<file path="config.mk">
export PLATFORM = sky130hd
export DESIGN_NAME = lsu_spill_bus_sequencer
export DESIGN_NICKNAME = d
export VERILOG_FILES = /design/src/rtl/lsu_spill_bus_sequencer_pkg.sv /design/src/rtl/lsu_spill_bus_sequencer_beat_mux.sv /design/src/rtl/lsu_spill_bus_sequencer.sv
export SDC_FILE = /design/constraint.sdc
export NUM_CORES = 1
export LEC_CHECK = 0
export ABC_CLOCK_PERIOD_IN_PS = 2500
export CORE_AREA = 4 4 209 211
export DETAILED_ROUTE_END_ITERATION = 6
export DIE_AREA = 0 0 213 215
export PLACE_DENSITY = 0.66
export RECOVER_POWER = 100
export REMOVE_ABC_BUFFERS = 1
export SLEW_MARGIN = 15
export SYNTH_ARGS = -nofsm -noshare
export SYNTH_HDL_FRONTEND = slang
export SYNTH_SLANG_ARGS = --single-unit
</file>
<file path="constraint.sdc">
create_clock -name clk -period 2.5 [get_ports clk]
set_input_delay 0.625 -clock clk [delete_from_list [all_inputs] [get_ports clk]]
set_output_delay 0.625 -clock clk [all_outputs]
set_load 0.01 [all_outputs]
</file>
<file path="src/rtl/lsu_spill_bus_sequencer_pkg.sv">
// Shared LSU definitions for the uncached spill bus sequencer.
package lsu_spill_bus_sequencer_pkg;

  localparam int LSU_XLEN  = 64;
  localparam int LSU_LLEN  = 64;
  localparam int LLENBYTES = LSU_LLEN / 8;

  localparam logic [1:0] MEMRW_READ  = 2'b10;
  localparam logic [1:0] MEMRW_WRITE = 2'b01;

  typedef logic [1:0] seq_state_t;

  localparam seq_state_t ST_IDLE  = 2'd0;
  localparam seq_state_t ST_BEAT0 = 2'd1;
  localparam seq_state_t ST_BEAT1 = 2'd2;
  localparam seq_state_t ST_DONE  = 2'd3;

endpackage

</file>
<file path="src/rtl/lsu_spill_bus_sequencer_beat_mux.sv">
// Selects the LLEN-wide half of the captured spill data/mask for the beat on the bus.
module lsu_beat_mux
  import lsu_spill_bus_sequencer_pkg::*;
#(
  parameter int LLEN = 64
) (
  input  logic [1:0]          state,
  input  logic [2*LLEN-1:0]   data_spill,
  input  logic [2*LLEN/8-1:0] mask_spill,
  output logic [LLEN-1:0]     beat_data,
  output logic [LLEN/8-1:0]   beat_mask
);

  localparam int BB = LLEN / 8;

  // beat 1 carries the high half; every other state presents the low half
  always_comb begin
    if (state == ST_BEAT1) begin
      beat_data = data_spill[2*LLEN-1:LLEN];
      beat_mask = mask_spill[2*BB-1:BB];
    end else begin
      beat_data = data_spill[LLEN-1:0];
      beat_mask = mask_spill[BB-1:0];
    end
  end

endmodule

</file>
<file path="src/rtl/lsu_spill_bus_sequencer.sv">
// Uncached bus sequencer behind the LSU spill stage: issues one or two aligned
// LLEN beats for a 2*LLEN spill access and merges the read beats.
//
// state    | meaning
// ---------+-----------------------------------------------------------
// IDLE     | no access in flight; accepts a new read/write request
// BEAT0    | low-half beat on the bus, waiting for BusReady
// BEAT1    | high-half beat on the bus, waiting for BusReady
// DONE     | all beats complete; waits for the pipeline to unstall
module lsu_spill_bus_sequencer
  import lsu_spill_bus_sequencer_pkg::*;
#(
  parameter int XLEN = LSU_XLEN,
  parameter int LLEN = LSU_LLEN
) (
  input  logic                    clk,
  input  logic                    reset,
  input  logic                    StallM,
  input  logic                    FlushM,
  input  logic                    ReqM,
  input  logic [1:0]              MemRWM,
  input  logic [XLEN-1:0]         IEUAdrM,
  input  logic [2*LLEN-1:0]       LSUWriteDataSpillM,
  input  logic [2*LLEN/8-1:0]     ByteMaskSpillM,
  output logic [XLEN-1:0]         BusAdr,
  output logic                    BusRead,
  output logic                    BusWrite,
  output logic [LLEN/8-1:0]       BusByteMask,
  output logic [LLEN-1:0]         BusWriteData,
  input  logic                    BusReady,
  input  logic [LLEN-1:0]         BusReadData,
  output logic [2*LLEN-1:0]       ReadDataSpillM,
  output logic                    SeqStallM
);

  localparam int BB = LLEN / 8;

  seq_state_t            state, state_next;
  logic [1:0]            rw_q;
  logic [XLEN-1:0]       base_q;
  logic [2*LLEN-1:0]     wdata_q;
  logic [2*BB-1:0]       mask_q;
  logic                  need1_q;
  logic                  flush_pend;
  logic [2*LLEN-1:0]     rdata_q;

  logic rw_valid, start, need1, in_beat, flush_eff, last_beat;

  assign rw_valid  = ReqM & ((MemRWM == MEMRW_READ) | (MemRWM == MEMRW_WRITE));
  assign start     = (state == ST_IDLE) & rw_valid & ~FlushM;
  assign need1     = |ByteMaskSpillM[2*BB-1:BB];
  assign in_beat   = (state == ST_BEAT0) | (state == ST_BEAT1);
  // a flush arriving in the completing cycle is honoured just like a pending one
  assign flush_eff = flush_pend | FlushM;
  assign last_beat = (state == ST_BEAT1) | ~need1_q | flush_eff;

  // next-state selection
  always_comb begin
    state_next = state;
    case (state)
      ST_IDLE:  if (start) state_next = ST_BEAT0;
      ST_BEAT0: if (BusReady) begin
                  if (flush_eff)    state_next = ST_IDLE;
                  else if (need1_q) state_next = ST_BEAT1;
                  else              state_next = ST_DONE;
                end
      ST_BEAT1: if (BusReady) state_next = flush_eff ? ST_IDLE : ST_DONE;
      ST_DONE:  if (FlushM | ~StallM) state_next = ST_IDLE;
      default:  state_next = ST_IDLE;
    endcase
  end

  // state register and flush-pending flag
  always_ff @(posedge clk) begin
    if (reset) begin
      state      <= ST_IDLE;
      flush_pend <= 1'b0;
    end else begin
      state <= state_next;
      if (!in_beat || BusReady) flush_pend <= 1'b0;
      else if (FlushM)          flush_pend <= 1'b1;
    end
  end

  // request capture when leaving IDLE; the low offset bits are masked off here
  always_ff @(posedge clk) begin
    if (reset) begin
      rw_q    <= '0;
      base_q  <= '0;
      wdata_q <= '0;
      mask_q  <= '0;
      need1_q <= 1'b0;
    end else if (start) begin
      rw_q    <= MemRWM;
      base_q  <= IEUAdrM & ~XLEN'(BB - 1);
      wdata_q <= LSUWriteDataSpillM;
      mask_q  <= ByteMaskSpillM;
      need1_q <= need1;
    end
  end

  // read-data merge; beat 0 clears the high half so single-beat reads return zero there
  always_ff @(posedge clk) begin
    if (reset) begin
      rdata_q <= '0;
    end else if (BusReady && state == ST_BEAT0) begin
      rdata_q <= {{LLEN{1'b0}}, BusReadData};
    end else if (BusReady && state == ST_BEAT1) begin
      rdata_q[2*LLEN-1:LLEN] <= BusReadData;
    end
  end

  lsu_beat_mux #(.LLEN(LLEN)) u_beat_mux (
    .state      (state),
    .data_spill (wdata_q),
    .mask_spill (mask_q),
    .beat_data  (BusWriteData),
    .beat_mask  (BusByteMask)
  );

  assign BusAdr         = (state == ST_BEAT1) ? base_q + XLEN'(BB) : base_q;
  assign BusRead        = in_beat & (rw_q == MEMRW_READ);
  assign BusWrite       = in_beat & (rw_q == MEMRW_WRITE);
  assign ReadDataSpillM = rdata_q;

  // stall is released in the cycle the final beat completes, so the pipeline
  // advances on the same edge that lands the merged data
  assign SeqStallM = start | (in_beat & ~(BusReady & last_beat));

endmodule

</file>
# Word-level counts from Yosys, hierarchy flattened
# Cells that the tools add are included.
# classes
muxes	11
reduce_logical	9
bitwise_logic	18
eq_ne	11
add_sub_neg	1
# op_table
op	n
64-bit 2-to-1 mux	2
64-bit by 4-bit adder with 64-bit output, second input constant	1
2-bit 2-to-1 mux	6
2-bit == test, second input constant	4
8-bit 2-to-1 mux	1
2-bit inequality test, second input constant	4
2-bit one-hot mux with 4 select lines	1
8-bit OR reduction	1
1-bit bitwise AND	7
1-bit OR	7
2-bit by 1-bit == test with 1-bit output, second input constant	3
1-bit inverter	4
4-bit AND reduction	1
2-bit OR reduction	2
1-bit logical AND	2
2-bit zero test	1
1-bit zero test	1
1-bit logical OR	1
1-bit 2-to-1 mux	1
# word_totals
elab_cells	59
inputBits	280
reg_bits	339
out_inout_bits	267

# Longest topological paths before layout
# depth
depth_word	7
ltp_mapped	9
ltp_nobuf	7

# By module
# From an unflattened synthesis, not the netlist that was laid out.
# hier_totals
cells_unflattened	1779
area_unflattened_um2	14192.4
# modules_own_cells
module	area_each_um2	seq_area_each_um2	n_inst	cells_each
lsu_spill_bus_sequencer	12944.9	6786.5	1	1698
lsu_beat_mux	1247.4	0.0	1	81

# Worst setup path before layout
# No wires, ideal clock.
# synth_timing
kind	register -> output
startpoint	register state[0]
endpoint	output BusAdr[43]
setup_slack_ns	-0.143
t_required_ns	1.875
arrival_ns	2.018
path_stages_with_launch	9
cell_sequence	dfxtp_1 > inv_1 > ha_1 > buf_2 > nand4_1 > nor4_4 > nand3_2 > nor3_1 > xor2_1
# synth_via
elab_chain_cells	2
# synth_rtl
element	line	source
from (decl)	lsu_spill_bus_sequencer.sv:38	seq_state_t state, state_next;
from (signal assigned)	lsu_spill_bus_sequencer.sv:79	state <= state_next;
2-bit == test	lsu_spill_bus_sequencer.sv:121	assign BusAdr = (state == ST_BEAT1) ? base_q + XLEN'(BB) : base_q;
64-bit 2-to-1 mux	lsu_spill_bus_sequencer.sv:121	
to (decl)	lsu_spill_bus_sequencer.sv:25	output logic [XLEN-1:0] BusAdr,
# No other way between the ends.

# Worst setup path after layout
# layout_timing
startpoint	register state[0]
endpoint	output BusAdr[60]
# The elaborated chain is that of the path after synthesis.

==> out/metrics.cfg <==
[power_and_ir_drop]
power_density_mw_per_mm2 = 641.5
p_leak_nw = 9.413
vdd_drop_max_uv = 420.9
p_total_w = 0.01477

[placement]
dp_cells = 2876
dp_slack_ps = -568.8
numPortBuffers = 540
gp_congestion = 0.9081
dpl.hpwl_um = 36100

[critical_path]
critPathRequiredTime_ps = 1880
critPathBufInv = 5
slowest_delay_ps = 320
end_kind = output pin
cp_max_fo = 4
startpoint_type = flip-flop
critPathTopFamily = simple AND/OR/NAND/NOR gates
crit_chain = inv_2 > ha_4 > nand4_1 > nor2_1 > buf_4 > buf_6 > nand4_4 > buf_6 > nor4_4 > xor2_1 > buf_2
slowest_stage = dfxtp_2
crit_top_cell = buf_6
arrival_ps = 2550
crit_type = reg2out

[floorplanning]
pin_count = 547
chipWidth_um = 213
die_h_um = 215
die-area_mm2 = 0.04580
rows = 75
start_util_pct = 33.18
coreArea_mm2 = 0.04176

[clock_network]
clk_latency_ps = 550
clock_sinks = 339
clk_path_buf_depth = 3
htreeDepth = 2
clk_pin_slew_ps = 60
clock-root-buffer = clkbuf_16
cts_tree = done
cts_inserted_buffers = 39

[global_route]
grt_pass1_vias = 14180
grt_max_degree = 131
grt_pass1_wl_um = 77440
antenna_found_initial = 10
track_usage_pct = 21.06
overflow = 0

[final_layout]
post_route_cells_drive_above_1_share_pct = 22.45
fillers = 3733
post-route-util_pct = 55.14
area_delta_synth_final_pct = 66.17
nets = 2729
multi_input_area_mm2 = 0.007207
instances_no_fill = 3018
regArea_mm2 = 0.006789

[job]
drv_cap = 0

[drt]
via_per_inst = 4.800
ant_nets = 0
vias = 14490
drt_pass1_iterations = 5
initialDrtViolationCount = 880
routedWlPerCell_um = 17.71
routed_wl_um = 53450
post-route-drc-count = 0

[sta]
fin_ws_ps = -673.9
slew_violations = 0
fin_skew_ps = 20.75
fmax_mhz = 315.1
rsz0062_at_grt = true
setup_viol = 133
worst_pin_slew_ps = 808.2
slew_headroom_pct = 46.12
post-route-period-util_pct = 127.0
hold_viol = 0
final.min_clock_period_ps = 3174

[synthesis]
netlist_top_cells_count = 701 x nand2_1, 339 x dfxtp_1, 337 x a21oi_1
synth-seq-cells = 339
netlist_area_mm2 = 0.01386
synth.distinct_cells = 42
synthTopCellsByArea = dfxtp_1 49%, nand2_1 19%, a21oi_1 12%
yosysSeqAreaShare_pct = 48.98
yosys.cell_count.top_type = nand2_1
yosysTopAreaCell = dfxtp_1
ys_async_sr_fraction_pct = 0
syn_avg_cell_area_um2 = 7.785
synth_top_flop_cell = dfxtp_1
synth_edf_count = 0
syn_inst = 1780
synth_top_area_share_pct = 48.98
synth_warnings = 0

[outcome]
violations = negative setup slack
status = finished, violations left

[worst_hold_path]
hold_path.class = in2reg

[registers in the layout, summed over array words and instances (netlist names)]
signal          count
rw_q                2
flush_pend          1
need1_q             1
mask_q             16
ReadDataSpillM    128
state               2
base_q             61
wdata_q           128
[report_power, final]
part           internal (W)  switching, W
Sequential          0.00579      0.000198
Clock               0.00333       0.00230
Combinational       0.00156       0.00159
[repair_timing]
item | 4_1_cts | 5_1_grt
hold buffers | 0 | 0
cloned | 0 | 11
pin swaps | 42 | 45
setup endpoints to repair | 136 | 170
resized for setup | 379 | 353
hold endpoints to repair | 0 | 0
setup buffers | 25 | 42
[metrics by stage]
| step | hold WS [ps] | cell area, µm² | setup TNS [ps] |
|---|---|---|---|
| after floorplan | 426.8 | 13370 | -754830 |
| after global placement | 438.2 | 20720 | -62100 |
| after detailed placement | 443.9 | 20720 | -65430 |
| after CTS | 419.1 | 22240 | -63690 |
| after global routing | 456.1 | 23030 | -81290 |
| final | 446.4 | 23030 | -48390 |
[cell families (layout without fill, tap and decap cells)]
family	count (synthesis)	after routing	synth area share [%]
AOI/OAI and AO/OA	344	344	12.50
and+or+nand+nor	821	821	24.35
DFF	339	339	48.98
other	1	10	0.02706
adders and majority gates	5	5	0.4515
muxes	73	73	5.932
buffers and inverters	136	826	3.910
xor gates and xnor gates	61	61	3.856
[path summary, 6_finish.rpt]
check                               endpoint  depth (start not counted)                             from  slack (ps)
max reg2reg        wdata_q[127]$_SDFFE_PP0P_                         11            state[0]$_SDFFE_PP0P_          20
min                   mask_q[6]$_SDFFE_PP0P_                          2                            reset         450
min reg2reg  ReadDataSpillM[76]$_SDFFE_PP0P_                          2  ReadDataSpillM[76]$_SDFFE_PP0P_         450
max                               BusAdr[60]                         11            state[0]$_SDFFE_PP0P_        -670
[cells in the final DEF, fill, tap and decap left out, types with 4 or more instances in the layout]
master / count
xnor2_1: 10
buf_12: 15
mux2_4: 31
xor2_1: 31
clkbuf_2: 34
nor4_4: 5
nand4_1: 21
clkbuf_8: 7
clkbuf_16: 46
clkbuf_1: 10
ha_1: 4
buf_4: 150
nor2_2: 4
nor2_4: 19
buf_6: 67
a21oi_1: 337
diode_2: 7
buf_2: 56
nand2_2: 4
clkdlybuf4s50_1: 330
mux2_2: 42
xor2_2: 4
nand3_1: 12
nor3_4: 10
dlygate4sd3_1: 73
xnor2_2: 15
and3_1: 4
dfxtp_1: 337
nor2_1: 13
nand2_1: 694
clkinv_2: 7
inv_1: 11
buf_8: 5
[final cells by class]
cell class              count  share of cell area [%]
inverters                  12                  0.1956
diodes                      7                 0.07607
clock inverters            15                  0.6629
flip-flops and latches    339                   29.48
clock buffers              54                   4.836
repair buffers            745                   30.52
well taps                 539                   2.929
multi-input cells        1307                   31.30
[routing by layer]
layer / track usage, % / vias up / wire (µm)
li1: - / 7155 / -
met1: 23.98 / 6734 / 20370
met2: 36.60 / 488 / 26960
met3: 6.213 / 103 / 4088
met4: 8.804 / 6 / 1989
met5: 0 / - / 39
No activity file was read; power rests on OpenSTA's default activity.
